[config.mk]
export PLATFORM = sky130hd
export DESIGN_NAME = slot_count_gen
export DESIGN_NICKNAME = d
export VERILOG_FILES = /design/src/rtl/slot_count_gen.sv
export SDC_FILE = /design/constraint.sdc
export NUM_CORES = 1
export LEC_CHECK = 0
export ABC_AREA = 0
export CORE_MARGIN = 4
export CORE_UTILIZATION = 30
export DETAILED_ROUTE_END_ITERATION = 10
export HOLD_SLACK_MARGIN = 0.12
export PLACE_DENSITY = 0.48
export SYNTH_ARGS = -nofsm -noshare
export SYNTH_HDL_FRONTEND = slang
export SYNTH_SLANG_ARGS = --single-unit
[constraint.sdc]
create_clock -name clk -period 4.1 [get_ports clk]
set_clock_uncertainty 0.05 [all_clocks]
set_input_delay 1.025 -clock clk [delete_from_list [all_inputs] [get_ports clk]]
set_output_delay 1.025 -clock clk [all_outputs]
set_load 0.02 [all_outputs]
[src/rtl/slot_count_gen.sv]
// -----------------------------------------------------------------------------
// slot_count_gen
//   Frame position generator for the downstream slot-address decoder. Walks
//   `count` through 0..FRAME_LEN-1 (FRAME_LEN = SLOT_LEN*NUM_SLOTS), one step
//   every PRESCALE clocks, with start/stop/pause control and single-shot or
//   continuous framing.
//
// Ports
//   clk        in   system clock, rising edge
//   rst_n      in   asynchronous active-low reset
//   start      in   level; begins a frame when idle (ignored while running)
//   stop       in   aborts the frame and returns to idle (beats everything)
//   pause      in   freezes count and prescaler while running
//   cont       in   1 = continuous frames, 0 = single frame; sampled at wrap
//   count      out  [7:0] frame position 0..FRAME_LEN-1
//   busy       out  high while running
//   frame_done out  one-cycle pulse on the wrap step
//   slot_edge  out  one-cycle pulse when count steps onto a slot boundary
//   frame_cnt  out  [7:0] completed frames since reset, modulo 256
// -----------------------------------------------------------------------------
module slot_count_gen #(
  parameter int SLOT_LEN  = 13,
  parameter int NUM_SLOTS = 16,
  parameter int PRESCALE  = 1
) (
  input  logic       clk,
  input  logic       rst_n,
  input  logic       start,
  input  logic       stop,
  input  logic       pause,
  input  logic       cont,
  output logic [7:0] count,
  output logic       busy,
  output logic       frame_done,
  output logic       slot_edge,
  output logic [7:0] frame_cnt
);

  localparam int FRAME_LEN = SLOT_LEN * NUM_SLOTS;

  localparam logic [7:0] LAST_CNT  = 8'(FRAME_LEN - 1);
  localparam logic [7:0] PRESC_MAX = 8'(PRESCALE - 1);
  localparam logic [7:0] SLOT_MAX  = 8'(SLOT_LEN - 1);

  if (FRAME_LEN > 256 || FRAME_LEN < 2) begin : g_bad_frame
    $error("slot_count_gen: FRAME_LEN must be in 2..256");
  end
  if (PRESCALE < 1 || PRESCALE > 256) begin : g_bad_presc
    $error("slot_count_gen: PRESCALE must be in 1..256");
  end

  typedef enum logic {S_IDLE = 1'b0, S_RUN = 1'b1} state_t;

  state_t     state_q, state_d;
  logic [7:0] count_q, count_d;
  logic [7:0] presc_q, presc_d;
  // Position inside the current slot; avoids a modulo on count.
  logic [7:0] slot_pos_q, slot_pos_d;
  logic [7:0] frame_cnt_q, frame_cnt_d;
  logic       frame_done_q, frame_done_d;
  logic       slot_edge_q, slot_edge_d;

  logic step_due;
  logic wrap;

  assign step_due = (presc_q == PRESC_MAX);
  // Stop and pause both suppress the step, so a stop on the wrap cycle never
  // produces frame_done or a frame_cnt increment.
  assign wrap = (state_q == S_RUN) && !stop && !pause && step_due &&
                (count_q == LAST_CNT);

  // State register and all registered outputs
  always_ff @(posedge clk or negedge rst_n) begin
    if (!rst_n) begin
      state_q      <= S_IDLE;
      count_q      <= 8'd0;
      presc_q      <= 8'd0;
      slot_pos_q   <= 8'd0;
      frame_cnt_q  <= 8'd0;
      frame_done_q <= 1'b0;
      slot_edge_q  <= 1'b0;
    end else begin
      state_q      <= state_d;
      count_q      <= count_d;
      presc_q      <= presc_d;
      slot_pos_q   <= slot_pos_d;
      frame_cnt_q  <= frame_cnt_d;
      frame_done_q <= frame_done_d;
      slot_edge_q  <= slot_edge_d;
    end
  end

  // Next-state logic
  always_comb begin
    state_d = state_q;
    unique case (state_q)
      S_IDLE: if (start && !stop) state_d = S_RUN;
      S_RUN: begin
        if (stop)             state_d = S_IDLE;
        else if (wrap && !cont) state_d = S_IDLE;
      end
      default: state_d = S_IDLE;
    endcase
  end

  // Counter / pulse logic
  always_comb begin
    count_d      = count_q;
    presc_d      = presc_q;
    slot_pos_d   = slot_pos_q;
    frame_cnt_d  = frame_cnt_q;
    frame_done_d = 1'b0;
    slot_edge_d  = 1'b0;

    if (state_q != S_RUN || stop) begin
      // Idle, or leaving run on stop: everything parks at zero.
      count_d    = 8'd0;
      presc_d    = 8'd0;
      slot_pos_d = 8'd0;
    end else if (!pause) begin
      if (step_due) begin
        presc_d = 8'd0;
        if (count_q == LAST_CNT) begin
          count_d      = 8'd0;
          slot_pos_d   = 8'd0;
          frame_done_d = 1'b1;
          frame_cnt_d  = frame_cnt_q + 8'd1;
          // Wrapping onto 0 is a slot edge only if the frame continues.
          slot_edge_d  = cont;
        end else begin
          count_d = count_q + 8'd1;
          if (slot_pos_q == SLOT_MAX) begin
            slot_pos_d  = 8'd0;
            slot_edge_d = 1'b1;
          end else begin
            slot_pos_d = slot_pos_q + 8'd1;
          end
        end
      end else begin
        presc_d = presc_q + 8'd1;
      end
    end
  end

  // Outputs
  assign count      = count_q;
  assign busy       = (state_q == S_RUN);
  assign frame_done = frame_done_q;
  assign slot_edge  = slot_edge_q;
  assign frame_cnt  = frame_cnt_q;

endmodule

==> metrics.yaml <==
cts_buffers: 5
port-buffer-count: 24
slowest_delay_ps: 590
timing.max_cap.violations: 0
drive_above_1_share: 0.0986
maxSlewViolCount: 0
layout_common_cells: "dfrtp_1 (35), clkdlybuf4s50_1 (23), nand3_1 (13)"
grt_pass1_vias: 1499
p_leak_nw: 0.946
cts-root-buf: "clkbuf_8"
place_hpwl_microns: 2970
crit_required_ps: 4220
setup_viol: 0
clock_sinks: 35
synth.avg_cell_area_sq_um: 10.3
clkLatencyLatePin_ps: 290
place_congestion: 0.756
nets: 224
critPathSlowestCell: "clkdlybuf4s50_1"
synth_top_area_frac: 0.446
area_delta_synth_final_pct: 18.3
drc: 0
tns_ps: 0
synth_top_family_by_area: "simple AND/OR/NAND/NOR gates"
cts_tree: "built"
ir_drop_v: 0.000131
hp-class: "reg2reg"
crit_family: "simple AND/OR/NAND/NOR gates"
num_vias: 1525
post_drt_wl_per_cell_microns: 15.3
path_class: "in2reg"
die_h_microns: 88.9
ioPinCount: 25
coreArea_sq_um: 6350
ctsResizeCount: 0
power.density_nw_per_um2: 286
ys_types: 51
postCtsSetupRepairBufs: 0
syn_area_sq_um: 1960
totalWireLength_microns: 4430
worstPathCellList: "clkdlybuf4s50_1, nor4_4, nand2_1, nor3_2, mux2_2"
die_w_microns: 88.9
fmaxAchievable_mhz: 343
syn_nets: 202
synth-compound-area-share: 0.105
yosys-top-cells-area: "dfrtp_1 (45%), ha_1 (3.8%), nand3_1 (3.3%)"
hold_viol_final: 0
synthMuxAreaShare: 0.0319
initial_core_util: 0.309
yosys.area_share.simple: 0.272
crit_arrival_ps: 3040
synth_top_area_cell: "dfrtp_1"
synth_flop_cell: "dfrtp_1"
clk_path_buf_depth: 2
fp.dieArea_sq_um: 7900
grt-ovfl-total: 0
drt-initial-drc-count: 69
max-slew-margin-rel: 0.449
dr.pass1.iters: 4
outcome: "completed"
cts_hold_buf: 0
synth_edf_count: 0
yosysWarningCount: 0
ant_nets: 0
power_mw: 0.664
rsz0062_at_grt: "false"
ys_seq_area_frac: 0.446
min_period_over_period: 0.711
path_clk_slew_ps: 70
crit_path_start_kind: "primary input"
syn-instance-count: 190
synth-seq-cells: 35
antenna_cells: 0
cp_max_fo: 13
end_kind: "register"
htreeDepth: 2
core.rowCount: 29
grt_pass1_wl_microns: 7600
synthArstFlopShare: 1.00
vias_per_cell: 5.26
grt_max_degree: 36
final.min_clock_period_ps: 2920
layout_commonest_cell: "dfrtp_1"
synth_fa_ha_area_frac: 0.0383
tightest_slew_ps: 827
antenna_found_initial: 0
grt_usage: 0.125
cp_num_buf_inv: 1
synth_xor_area_frac: 0.0580
==> state kept, by name, summed over array words and instances, names as in the netlist <==
signal,cells
busy,1
count,8
frame_cnt,8
frame_done,1
presc_q,8
slot_edge,1
slot_pos_q,8
==> metrics by stage <==
stage / cell area [sq um] / hold slack [ps] / instances / util / setup slack, ps
global route: 2320 / 453 / 290 / 0.366 / 1010
detailed placement: 2220 / 424 / 282 / 0.350 / 869
CTS: 2320 / 437 / 290 / 0.366 / 1180
finish: 2320 / 435 / 290 / 0.366 / 1180
global placement: 2220 / 411 / 282 / 0.350 / 917
floorplan: 1960 / 436 / 190 / - / 1800
==> worst register-to-register path: stages, from the launching register on <==
cell	delay [ps]
dfrtp_1	420
inv_1	70
ha_1	140
nor4b_4	310
nand2_1	400
nor3_2	380
mux2_2	370
==> Yosys cell counts (2+ instances only) <==
cell type and count:
nand2_1 12, o31ai_1 4, xnor2_1 6, inv_1 4
mux2i_1 4, nand4_1 10, nor3_1 8, nand4b_1 2
clkbuf_8 3, o21ai_0 2, nor2b_1 3, a21oi_1 6
clkbuf_1 2, a22o_2 2, a32oi_1 2, and3_1 3
nor2_1 10, nor4_1 4, a211oi_1 2, and2_1 4
buf_2 3, a31oi_1 2, ha_1 6, or3_1 4
or4_1 3, mux2_2 2, dfrtp_1 35, nand3_1 13
xor2_1 7
==> worst paths after layout <==
check                                               from                   endpoint  slack (ps)  cells after the start
worst min-delay path            frame_cnt[7]$_DFFE_PN0P_   frame_cnt[7]$_DFFE_PN0P_         440                      1
worst max-delay path                               pause   frame_cnt[1]$_DFFE_PN0P_        1180                      5
max in group asynchronous                          rst_n   frame_cnt[2]$_DFFE_PN0P_        2690                      1
worst max register to register    presc_q[0]$_DFFE_PN0P_   frame_cnt[1]$_DFFE_PN0P_        1850                      6
min in group asynchronous                          rst_n  slot_pos_q[5]$_DFFE_PN0P_         780                      1
worst min register to register  frame_cnt[7]$_DFFE_PN0P_   frame_cnt[7]$_DFFE_PN0P_         440                      1
==> logic make-up after synthesis <==
logic type | after synthesis
simple gates | 88
fa+ha+maj | 6
flops | 35
xor+xnor | 13
compound gates | 28
buf+inv | 14
mux | 6
==> power by group <==
| part | total (mW) | internal, mW | switching, mW |
|---|---|---|---|
| clock network | 0.278 | 0.153 | 0.125 |
| registers | 0.349 | 0.347 | 0.00199 |
| logic | 0.0378 | 0.0118 | 0.0260 |
| total | 0.664 | 0.512 | 0.153 |
==> metal layers <==
layer	track usage	routed length (microns)
met1	0.180	2200
met3	0.0307	120
met4	0.0371	56
met2	0.186	2050
met5	0	0
==> layout make-up <==
class	instances	area (sq um)
Fill cell	632	4030
Timing Repair Buffer	25	243
Sequential cell	35	876
Tap cell	77	96.3
Multi-Input combinational cell	141	991
Inverter	4	15.0
Clock buffer	8	100
No activity file was read; power rests on OpenSTA's default activity.
